--- src/rtl/array_seq_ctrl_pkg.sv ---
// ---------------------------------------------------------------------------
// array_ctrl_pkg
//
// Shared definitions for the systolic-array sequencing controller.
//   state_e   : controller phases, in the order a job walks through them
//   flush_len : number of drain cycles after the last compute cycle. A value
//               injected at row 0 needs HEIGHT-1 cycles to reach the last row
//               and a further WIDTH cycles to ripple across the columns, so
//               the array is quiet after HEIGHT+WIDTH-1 cycles.
// ---------------------------------------------------------------------------
package array_ctrl_pkg;

  typedef enum logic [2:0] {
    IDLE,
    WLOAD,
    COMPUTE,
    FLUSH,
    OUT,
    DONE
  } state_e;

  // FLUSH phase length for a given array geometry.
  function automatic int flush_len(input int height, input int width);
    return height + width - 1;
  endfunction

endpackage

--- src/rtl/array_seq_ctrl_if.sv ---
// ---------------------------------------------------------------------------
// array_seq_ctrl_if
//
// Bundle between a job issuer (master) and the array sequencer (slave).
//   start    : job request
//   num_vec  : input vectors for the job
//   mac_cyc  : cycles per rate-coded MAC window (0 behaves like 1)
//   busy     : sequencer not idle
//   done     : one-cycle end-of-job pulse
//   wght_rd / ifm_rd / ofm_vld : memory-side strobes
//   en_i, clr_i, mac_done      : per-row controls, row h skewed by h cycles
//   en_w, clr_w, en_o, clr_o   : per-column controls, all bits identical
// ---------------------------------------------------------------------------
interface array_seq_ctrl_if #(
  parameter int HEIGHT = 16,
  parameter int WIDTH  = 16,
  parameter int CWIDTH = 8,
  parameter int TWIDTH = 16
);

  logic              start;
  logic [TWIDTH-1:0] num_vec;
  logic [CWIDTH-1:0] mac_cyc;

  logic              busy;
  logic              done;
  logic              wght_rd;
  logic              ifm_rd;
  logic              ofm_vld;

  logic [HEIGHT-1:0] en_i;
  logic [HEIGHT-1:0] clr_i;
  logic [HEIGHT-1:0] mac_done;

  logic [WIDTH-1:0]  en_w;
  logic [WIDTH-1:0]  clr_w;
  logic [WIDTH-1:0]  en_o;
  logic [WIDTH-1:0]  clr_o;

  // Job issuer side.
  modport master (
    output start, num_vec, mac_cyc,
    input  busy, done, wght_rd, ifm_rd, ofm_vld,
    input  en_i, clr_i, mac_done,
    input  en_w, clr_w, en_o, clr_o
  );

  // Sequencer side.
  modport slave (
    input  start, num_vec, mac_cyc,
    output busy, done, wght_rd, ifm_rd, ofm_vld,
    output en_i, clr_i, mac_done,
    output en_w, clr_w, en_o, clr_o
  );

endinterface

--- src/rtl/array_seq_ctrl_skew_line.sv ---
// ---------------------------------------------------------------------------
// skew_line
//
// Delay line producing DEPTH taps of one control bit; tap h is the input
// delayed by h clock cycles (tap 0 is the input itself). Used to stagger a
// row control so row h of the array sees it h cycles after row 0.
//   clk   : clock
//   rst   : synchronous active-high reset, clears every stage
//   d_i   : bit to be skewed
//   tap_o : tap h = d_i delayed h cycles
// ---------------------------------------------------------------------------
module skew_line #(
  parameter int DEPTH = 4
) (
  input  logic             clk,
  input  logic             rst,
  input  logic             d_i,
  output logic [DEPTH-1:0] tap_o
);

  generate
    if (DEPTH > 1) begin : g_shift
      logic [DEPTH-2:0] stage_q;

      // Plain shift register; stage i holds the input from i+1 cycles ago.
      always_ff @(posedge clk) begin
        if (rst) begin
          stage_q <= '0;
        end else begin
          stage_q[0] <= d_i;
          for (int i = 1; i < DEPTH - 1; i++) begin
            stage_q[i] <= stage_q[i-1];
          end
        end
      end

      assign tap_o = {stage_q, d_i};
    end else begin : g_pass
      assign tap_o = d_i;
    end
  endgenerate

endmodule

--- src/rtl/array_seq_ctrl.sv ---
// ---------------------------------------------------------------------------
// array_seq_ctrl
//
// Sequencer for a HEIGHT x WIDTH rate-coded MAC array. A job loads weights
// (WLOAD, HEIGHT cycles), streams num_vec input vectors with one MAC window of
// max(mac_cyc,1) cycles each (COMPUTE), waits for the skewed wavefront to
// leave the array (FLUSH), reads the results out (OUT) and pulses done.
//   clk : clock
//   rst : synchronous active-high reset; aborts any job
//   bus : array_seq_ctrl_if slave modport (job request in, controls out)
// Every output is a flop (or a flop followed by the skew shift register), so
// there is no combinational path from any input to any output.
// ---------------------------------------------------------------------------
module array_seq_ctrl #(
  parameter int HEIGHT = 16,
  parameter int WIDTH  = 16,
  parameter int CWIDTH = 8,
  parameter int TWIDTH = 16
) (
  input logic             clk,
  input logic             rst,
  array_seq_ctrl_if.slave bus
);

  import array_ctrl_pkg::*;

  localparam int FLUSH_LEN = flush_len(HEIGHT, WIDTH);
  // Shared phase counter for WLOAD, FLUSH and OUT; FLUSH is the longest.
  localparam int PW = $clog2(HEIGHT + WIDTH) + 1;

  state_e            state_q;
  logic [TWIDTH-1:0] numVec_q;
  logic [TWIDTH-1:0] vecCnt_q;
  logic [CWIDTH-1:0] macLast_q;
  logic [CWIDTH-1:0] winCnt_q;
  logic [PW-1:0]     phaseCnt_q;

  logic busy_q;
  logic done_q;
  logic wghtRd_q;
  logic ifmRd_q;
  logic ofmVld_q;
  logic enW_q;
  logic clrW_q;
  logic enO_q;
  logic clrO_q;
  logic enIBase_q;
  logic clrIBase_q;
  logic macDoneBase_q;

  logic winLast;
  logic vecLast;
  logic winPenult;
  logic winSingle;

  logic [HEIGHT-1:0] enITap;
  logic [HEIGHT-1:0] clrITap;
  logic [HEIGHT-1:0] macDoneTap;

  // Window bookkeeping. macLast_q stores M-1 so the counters only ever count
  // up to the last index and never wrap, even at the all-ones maximum.
  always_comb begin
    winLast   = (winCnt_q == macLast_q);
    vecLast   = (vecCnt_q == numVec_q - TWIDTH'(1));
    winPenult = (winCnt_q + CWIDTH'(1) == macLast_q);
    winSingle = (macLast_q == '0);
  end

  // Controller FSM. Outputs are registered, so each transition also loads
  // the output values for the first cycle of the state being entered; the
  // pulse-type outputs default to 0 and are re-asserted while they must stay
  // high. busy is held and only changes on entering or leaving IDLE.
  always_ff @(posedge clk) begin
    if (rst) begin
      state_q       <= IDLE;
      numVec_q      <= '0;
      vecCnt_q      <= '0;
      macLast_q     <= '0;
      winCnt_q      <= '0;
      phaseCnt_q    <= '0;
      busy_q        <= 1'b0;
      done_q        <= 1'b0;
      wghtRd_q      <= 1'b0;
      ifmRd_q       <= 1'b0;
      ofmVld_q      <= 1'b0;
      enW_q         <= 1'b0;
      clrW_q        <= 1'b0;
      enO_q         <= 1'b0;
      clrO_q        <= 1'b0;
      enIBase_q     <= 1'b0;
      clrIBase_q    <= 1'b0;
      macDoneBase_q <= 1'b0;
    end else begin
      done_q        <= 1'b0;
      wghtRd_q      <= 1'b0;
      ifmRd_q       <= 1'b0;
      ofmVld_q      <= 1'b0;
      enW_q         <= 1'b0;
      clrW_q        <= 1'b0;
      enO_q         <= 1'b0;
      clrO_q        <= 1'b0;
      enIBase_q     <= 1'b0;
      clrIBase_q    <= 1'b0;
      macDoneBase_q <= 1'b0;

      case (state_q)
        IDLE: begin
          if (bus.start) begin
            state_q    <= WLOAD;
            numVec_q   <= bus.num_vec;
            macLast_q  <= (bus.mac_cyc == '0) ? '0 : bus.mac_cyc - CWIDTH'(1);
            phaseCnt_q <= '0;
            busy_q     <= 1'b1;
            enW_q      <= 1'b1;
            wghtRd_q   <= 1'b1;
            clrW_q     <= 1'b1;
            clrO_q     <= 1'b1;
          end
        end

        WLOAD: begin
          if (phaseCnt_q == PW'(HEIGHT - 1)) begin
            if (numVec_q == '0) begin
              state_q <= DONE;
              done_q  <= 1'b1;
            end else begin
              state_q       <= COMPUTE;
              winCnt_q      <= '0;
              vecCnt_q      <= '0;
              enIBase_q     <= 1'b1;
              clrIBase_q    <= 1'b1;
              ifmRd_q       <= 1'b1;
              macDoneBase_q <= winSingle;
            end
          end else begin
            phaseCnt_q <= phaseCnt_q + PW'(1);
            enW_q      <= 1'b1;
            wghtRd_q   <= 1'b1;
          end
        end

        COMPUTE: begin
          if (winLast) begin
            if (vecLast) begin
              state_q    <= FLUSH;
              phaseCnt_q <= '0;
            end else begin
              vecCnt_q      <= vecCnt_q + TWIDTH'(1);
              winCnt_q      <= '0;
              enIBase_q     <= 1'b1;
              clrIBase_q    <= 1'b1;
              ifmRd_q       <= 1'b1;
              macDoneBase_q <= winSingle;
            end
          end else begin
            winCnt_q      <= winCnt_q + CWIDTH'(1);
            enIBase_q     <= 1'b1;
            macDoneBase_q <= winPenult;
          end
        end

        FLUSH: begin
          if (phaseCnt_q == PW'(FLUSH_LEN - 1)) begin
            state_q    <= OUT;
            phaseCnt_q <= '0;
            enO_q      <= 1'b1;
            ofmVld_q   <= 1'b1;
          end else begin
            phaseCnt_q <= phaseCnt_q + PW'(1);
          end
        end

        OUT: begin
          if (phaseCnt_q == PW'(HEIGHT - 1)) begin
            state_q <= DONE;
            done_q  <= 1'b1;
          end else begin
            phaseCnt_q <= phaseCnt_q + PW'(1);
            enO_q      <= 1'b1;
            ofmVld_q   <= 1'b1;
          end
        end

        DONE: begin
          state_q <= IDLE;
          busy_q  <= 1'b0;
        end

        default: begin
          state_q <= IDLE;
          busy_q  <= 1'b0;
        end
      endcase
    end
  end

  // Row skew: row h sees the row-0 control h cycles later.
  skew_line #(.DEPTH(HEIGHT)) u_enSkew (
    .clk   (clk),
    .rst   (rst),
    .d_i   (enIBase_q),
    .tap_o (enITap)
  );

  skew_line #(.DEPTH(HEIGHT)) u_clrSkew (
    .clk   (clk),
    .rst   (rst),
    .d_i   (clrIBase_q),
    .tap_o (clrITap)
  );

  skew_line #(.DEPTH(HEIGHT)) u_macDoneSkew (
    .clk   (clk),
    .rst   (rst),
    .d_i   (macDoneBase_q),
    .tap_o (macDoneTap)
  );

  assign bus.busy     = busy_q;
  assign bus.done     = done_q;
  assign bus.wght_rd  = wghtRd_q;
  assign bus.ifm_rd   = ifmRd_q;
  assign bus.ofm_vld  = ofmVld_q;
  assign bus.en_i     = enITap;
  assign bus.clr_i    = clrITap;
  assign bus.mac_done = macDoneTap;
  assign bus.en_w     = {WIDTH{enW_q}};
  assign bus.clr_w    = {WIDTH{clrW_q}};
  assign bus.en_o     = {WIDTH{enO_q}};
  assign bus.clr_o    = {WIDTH{clrO_q}};

endmodule

--- src/flat_wrapper.sv ---
// flat-port wrapper written by rule: the top's interface ports become plain ports
module array_seq_ctrl_flat import array_ctrl_pkg::*;
#(
  parameter int HEIGHT = 16,
  parameter int WIDTH  = 16,
  parameter int CWIDTH = 8,
  parameter int TWIDTH = 16
)
  (clk, rst, bus_start, bus_num_vec, bus_mac_cyc, bus_busy, bus_done, bus_wght_rd, bus_ifm_rd, bus_ofm_vld, bus_en_i, bus_clr_i, bus_mac_done, bus_en_w, bus_clr_w, bus_en_o, bus_clr_o);
  array_seq_ctrl_if #(.HEIGHT(HEIGHT), .WIDTH(WIDTH), .CWIDTH(CWIDTH), .TWIDTH(TWIDTH)) bus_i ();
  input logic clk;
  input logic rst;
  input wire logic [$bits(bus_i.start)-1:0] bus_start;
  input wire logic [$bits(bus_i.num_vec)-1:0] bus_num_vec;
  input wire logic [$bits(bus_i.mac_cyc)-1:0] bus_mac_cyc;
  output wire logic [$bits(bus_i.busy)-1:0] bus_busy;
  output wire logic [$bits(bus_i.done)-1:0] bus_done;
  output wire logic [$bits(bus_i.wght_rd)-1:0] bus_wght_rd;
  output wire logic [$bits(bus_i.ifm_rd)-1:0] bus_ifm_rd;
  output wire logic [$bits(bus_i.ofm_vld)-1:0] bus_ofm_vld;
  output wire logic [$bits(bus_i.en_i)-1:0] bus_en_i;
  output wire logic [$bits(bus_i.clr_i)-1:0] bus_clr_i;
  output wire logic [$bits(bus_i.mac_done)-1:0] bus_mac_done;
  output wire logic [$bits(bus_i.en_w)-1:0] bus_en_w;
  output wire logic [$bits(bus_i.clr_w)-1:0] bus_clr_w;
  output wire logic [$bits(bus_i.en_o)-1:0] bus_en_o;
  output wire logic [$bits(bus_i.clr_o)-1:0] bus_clr_o;
  assign bus_i.start = bus_start;
  assign bus_i.num_vec = bus_num_vec;
  assign bus_i.mac_cyc = bus_mac_cyc;
  assign bus_busy = bus_i.busy;
  assign bus_done = bus_i.done;
  assign bus_wght_rd = bus_i.wght_rd;
  assign bus_ifm_rd = bus_i.ifm_rd;
  assign bus_ofm_vld = bus_i.ofm_vld;
  assign bus_en_i = bus_i.en_i;
  assign bus_clr_i = bus_i.clr_i;
  assign bus_mac_done = bus_i.mac_done;
  assign bus_en_w = bus_i.en_w;
  assign bus_clr_w = bus_i.clr_w;
  assign bus_en_o = bus_i.en_o;
  assign bus_clr_o = bus_i.clr_o;
  array_seq_ctrl #(.HEIGHT(HEIGHT), .WIDTH(WIDTH), .CWIDTH(CWIDTH), .TWIDTH(TWIDTH)) u_core (.clk(clk), .rst(rst), .bus(bus_i));
endmodule
--- config.mk ---
export PLATFORM = sky130hd
export DESIGN_NAME = array_seq_ctrl_flat
export DESIGN_NICKNAME = d
export VERILOG_FILES = /design/src/rtl/array_seq_ctrl_pkg.sv /design/src/rtl/array_seq_ctrl_if.sv /design/src/rtl/array_seq_ctrl_skew_line.sv /design/src/rtl/array_seq_ctrl.sv /design/src/flat_wrapper.sv
export SDC_FILE = /design/constraint.sdc
export NUM_CORES = 1
export LEC_CHECK = 0
export BUFFER_PORTS_ARGS = -buffer_cell sky130_fd_sc_hd__buf_2
export CAP_MARGIN = 20
export CORE_MARGIN = 2
export CORE_UTILIZATION = 45
export DETAILED_ROUTE_END_ITERATION = 8
export GPL_TIMING_DRIVEN = 0
export PLACE_DENSITY_LB_ADDON = 0.3
export SLEW_MARGIN = 25
export SYNTH_ARGS = -nofsm -noshare
export SYNTH_HDL_FRONTEND = slang
export SYNTH_SLANG_ARGS = --single-unit
--- constraint.sdc ---
create_clock -name clk -period 4.3 [get_ports clk]
set_clock_uncertainty 0.05 [all_clocks]
set_input_delay 0.645 -clock clk [delete_from_list [all_inputs] [get_ports clk]]
set_output_delay 0.645 -clock clk [all_outputs]
set_load 0.01 [all_outputs]
Word level (Yosys, flattened, before mapping)

Cells that the tools add are included.

Add/subtract/negate cells: 5
Equal/unequal tests: 19
Muxes and demuxes: 48
Bitwise gates (word level): 2
Reduce and logical (&&, ||, !) cells: 15

Operator list:

| kind                    | count |
|---|---|
| $mux W16                | 4 |
| $mux W8                 | 5 |
| $pmux W16 S2            | 1 |
| $mux W6                 | 5 |
| $pmux W6 S4             | 1 |
| $mux W3                 | 7 |
| $add A16 B1 Y16 const B | 1 |
| $eq A16 B16 Y1          | 1 |
| $eq A8 B8 Y1            | 2 |
| $logic_not A16 Y1       | 1 |
| $logic_not A8 Y1        | 2 |
| $mux W1                 | 16 |
| $pmux W8 S2             | 1 |
| $sub A16 B1 Y16 const B | 1 |
| $pmux W3 S5             | 1 |
| $pmux W1 S2             | 7 |
| $ne A2 B1 Y1 const B    | 5 |
| $reduce_and A5 Y1       | 2 |
| $add A8 B1 Y8 const B   | 1 |
| $ne A2 B2 Y1 const B    | 4 |
| $sub A8 B1 Y8 const B   | 1 |
| $add A6 B1 Y6 const B   | 1 |
| $eq A3 B2 Y1 const B    | 2 |
| $eq A6 B4 Y1 const B    | 1 |
| 13 further kinds        | 16 |

Register bits after elaboration: 110
Bits of input ports: 27
Output and inout port bits: 117
Logic and storage cells: 106

Depth between registers and ports, before layout

Word-level depth: 5
Depth in mapped cells: 13
Mapped depth without buffers: 10

By module

Synthesis repeated with hierarchy kept, for this count alone.

Cells, all modules: 698
Area total of the unflattened synthesis: 5900.7 um^2

By module, submodules not included:

| module         | instances | cells each | area each (um^2) | sequential area each (um^2) |
|---|---|---|---|---|
| array_seq_ctrl | 1         | 602        | 4579.4           | 1301.2 |
| skew_line      | 3         | 32         | 440.4            | 300.3 |

Worst setup path before layout

Ideal clock, no wire load.

Path kind: register -> register
Start: register u_core.numVec_q[0]
End: register u_core.vecCnt_q[10]
Setup time: 0.070 ns
Arrival: 2.910 ns
Data required time: 4.180 ns
Setup slack: 1.269 ns
Stages on the path, launching flop included: 13
Path buffers: 2
Period minus slack after synthesis: 3.031 ns
Cells stage by stage: dfxtp_1 clkbuf_1 inv_1 ha_1 nor3b_2 and3_1 o211a_1 o211ai_1 nor4_4 a211o_4 buf_6 or4_1 a21oi_1

Longest elaborated chain between the ends: 4
Elaborated cells between the ends (all ways): 6
Classes of those cells: add/sub (1); eq/ne (3); reduce/logical (2)

Ends and longest elaborated chain:

| what                          | line                  | source |
|---|---|---|
| start, declared               | array_seq_ctrl.sv:32  | `logic [TWIDTH-1:0] numVec_q;` |
| start signal, assigned        | array_seq_ctrl.sv:110 | `numVec_q <= bus.num_vec;` |
| $sub A16 B1 Y16               | array_seq_ctrl.sv:64  | `vecLast = (vecCnt_q == numVec_q - TWIDTH'(1));` |
| $eq A16 B16 Y1                | array_seq_ctrl.sv:64  |  |
| $ne A2 B2 Y1 (no line)        | -                     |  |
| $reduce_and A5 Y1 (no line) * | -                     |  |
| end signal, assigned          | array_seq_ctrl.sv:148 | `vecCnt_q <= vecCnt_q + TWIDTH'(1);` |
| end, declared                 | array_seq_ctrl.sv:33  | `logic [TWIDTH-1:0] vecCnt_q;` |

Mark *: on every way between the ends. The rest lies on a longest branch, timed or not.
A chain may end at the register's enable or synchronous reset.

Worst setup path in the final report

Ends and elaborated chain as after synthesis.

==> results by group <==
Outcome
  • Status: finished clean

Clock tree
  • CTS tree: yes
  • Setup bufs post-CTS: 0
  • Reg clk slew, reported paths: 0.08 ns
  • Longest Clk Path Bufs: 2
  • Resized cells post-CTS: 0
  • Clock Root Buffer: clkbuf_16
  • CTS hold repair buffers: 0
  • CTS Buf Count: 9
  • Clock sinks: 110
  • Clock Latency Late Sink: 0.35 ns
  • Htree depth: 3

Route
  • Via count: 4940
  • WL per Instance: 13.3 um
  • Drt first pass iters: 5
  • Via density: 5.19
  • Routed Antenna Nets: 0
  • Initial DRC count: 212
  • Number of remaining DRC errors: 0
  • Routed wire length: 12700 um

Setup path
  • Worst Setup Path Type: flop to flop
  • Slowest CP cell: or4_1
  • CP top delay family: compound AO/OA/AOI/OAI gates
  • WP data required: 4.54 ns
  • Worst EP arrival: 3.63 ns
  • Critical path startpoint category: flop
  • Worst path bufs/invs: 3
  • Crit path capture type: flop
  • CP max FO: 10
  • Critical Path, Cell by Cell: clkbuf_1 > inv_1 > ha_1 > nor3b_2 > and3_1 > o211a_1 > o211ai_1 > nor4_4 > a211o_4 > buf_6 > or4_1 > a21oi_1
  • CP max stage delay: 0.50 ns

Power
  • P_leak: 0.00305 uW
  • Pint: 1690 uW
  • Net Sw Frac: 29.7%
  • Switching Power: 715 uW
  • PD cells: 355 nW/um^2
  • Worst VDD drop: 0.211 mV
  • Clock power share: 34.9%
  • Comb pwr share: 19.8%
  • Seq pwr share: 45.3%

Yosys
  • Distinct cells, synth: 57
  • Asr flop ratio synth: 0%
  • Post-Synthesis Cell Area: 5550 um^2
  • Ranking of synthesized cells by area: dfxtp_1 (40%), buf_4 (9.2%), nor2b_1 (5.7%)
  • Synth area leader: dfxtp_1
  • Ys flop type: dfxtp_1
  • Post-synth top cells: dfxtp_1 (110), buf_4 (68), nand2_1 (56), nor2b_1 (51), a21oi_1 (48)
  • EDFF count, synth: 0
  • Yosys reg bits: 110
  • Syn_area_per_cell: 8.58 um^2
  • Syn. warnings: 0
  • Synth Net Count: 681
  • Sequential fraction of the synthesis area: 39.7%
  • Cell with the most instances after synthesis: dfxtp_1
  • Top cell type's share of synthesized area: 39.7%
  • Cell count after synthesis: 647

Hold path
  • Type of the worst min-delay path: flop to flop

Floorplanning
  • Initial Utilization: 46.2%
  • Top Ports: 144
  • Die H: 115 um
  • Core ar.: 12000 um^2
  • Die X: 115 um
  • Total die area: 13200 um^2
  • # rows: 40

STA
  • RSZ-0062 raised after global routing: false
  • Worst rel slew slack: 44.9%
  • Max-slew violations: 0
  • Tcrit/Tclk final: 78.9%
  • Setup WS post-layout: 0.909 ns
  • Sum Neg Setup Slack: 0 ns
  • Min Tclk post-route: 3.39 ns
  • Fmax: 0.295 GHz
  • Final Hold Viols: 0
  • Worst Tran Pin Value: 0.823 ns
  • Setup-failing EPs final: 0

Job
  • Maximum capacitance violations: 0

Layout
  • Share of layout cells above drive strength 1: 31.4%
  • Finished Cell Area: 6760 um^2
  • Final #Nets: 834
  • Antenna fix cells: 0
  • P&R area growth vs syn: 21.9%

Placement
  • Dpl hpwl: 9590 um
  • DP Area: 6440 um^2
  • Placer Congestion: 0.914
  • I/O Buffers: 142
  • Pre-CTS setup slack: 0.923 ns

GRT
  • Largest net degree at the start of global routing: 33
  • First-pass GRT wire length: 20800 um
  • Initial antenna violation count: 0
  • Total gr overflow: 0
  • Total track usage: 19.2%
  • Number of global-route vias before repair: 4451
-- layer usage --
layer  track usage, %  up-vias  share of wire, %
met5                0        -                 0
met4             6.10        0               1.6
met3             3.74       18               6.7
met2             32.1      191                47
met1             25.2     2242                45
li1                 -     2489                 -
-- final timing paths --
check	startpoint	end	slack [ns]	depth (start not counted)
max	u_core.numVec_q[0]	u_core.vecCnt_q[10]	0.91	12
min	u_core.u_enSkew.g_shift.stage_q[0]	u_core.u_enSkew.g_shift.stage_q[1]	0.41	1
max reg2reg	u_core.numVec_q[0]	u_core.vecCnt_q[10]	0.91	12
min reg2reg	u_core.u_enSkew.g_shift.stage_q[0]	u_core.u_enSkew.g_shift.stage_q[1]	0.41	1
-- final cells by class --
| class | count | area [um^2] |
|---|---|---|
| Buffer | 97 | 652 |
| Clock buffer | 9 | 225 |
| Clock inverter | 7 | 88.8 |
| Fill cell | 1113 | 5250 |
| Inverter | 12 | 45.0 |
| Multi-Input combinational cell | 428 | 2660 |
| Sequential cell | 110 | 2200 |
| Tap cell | 147 | 184 |
| Timing Repair Buffer | 142 | 711 |
-- power groups by stage --
| stage | combinational, uW | clock (uW) | sequential [uW] |
|---|---|---|---|
| finish | 476 | 839 | 1090 |
| global route | 528 | 907 | 1100 |
| CTS | 478 | 859 | 1090 |
| detailed placement | 475 | 0 | 1110 |
| global placement | 462 | 0 | 1110 |
| floorplan | 350 | 0 | 1100 |
-- logic make-up after synthesis --
kind of cell,synth area share [%]
buf+inv,12.6
fa+ha+maj,1.58
simple gates,26.7
mux,0.767
flops,39.7
xor+xnor,5.21
compound gates,13.6
-- sequential cells by signal (all words and copies together) (netlist names) --
register,cells
u_core.bus.done,1
u_core.enO_q,1
u_core.u_clrSkew.g_shift.stage_q,15
u_core.u_macDoneSkew.g_shift.stage_q,15
u_core.enIBase_q,1
u_core.bus.wght_rd,1
u_core.numVec_q,16
u_core.vecCnt_q,16
u_core.macDoneBase_q,1
u_core.state_q,3
u_core.bus.busy,1
u_core.macLast_q,8
u_core.winCnt_q,8
u_core.clrW_q,1
u_core.u_enSkew.g_shift.stage_q,15
u_core.clrIBase_q,1
u_core.phaseCnt_q,6
-- per-stage QoR --
stage               std cells  power (uW)  hold WS (ns)  util (%)
floorplan                 647        1450         0.389         -
global placement          936        1570         0.389      53.6
detailed placement        936        1590         0.400      53.6
CTS                       952        2430         0.412      56.3
global route              952        2530         0.427      56.3
finish                    952        2400         0.409      56.3
-- placed cells by master (no fill, tap or decap), drive strengths merged, types with 8 or more instances in the layout --
cell,netlist,final
nor2b,51,51
xnor2,20,20
nand3,12,12
buf,76,218
xor2,13,13
or4,11,11
a22oi,11,11
or3,22,22
nand4,9,9
o21ai,20,20
nor3,20,20
nor2,41,41
a21oi,48,48
clkbuf,21,30
inv,12,14
dfxtp,110,110
nor4,8,8
nand2,56,56
No activity file was read; power rests on OpenSTA's default activity.
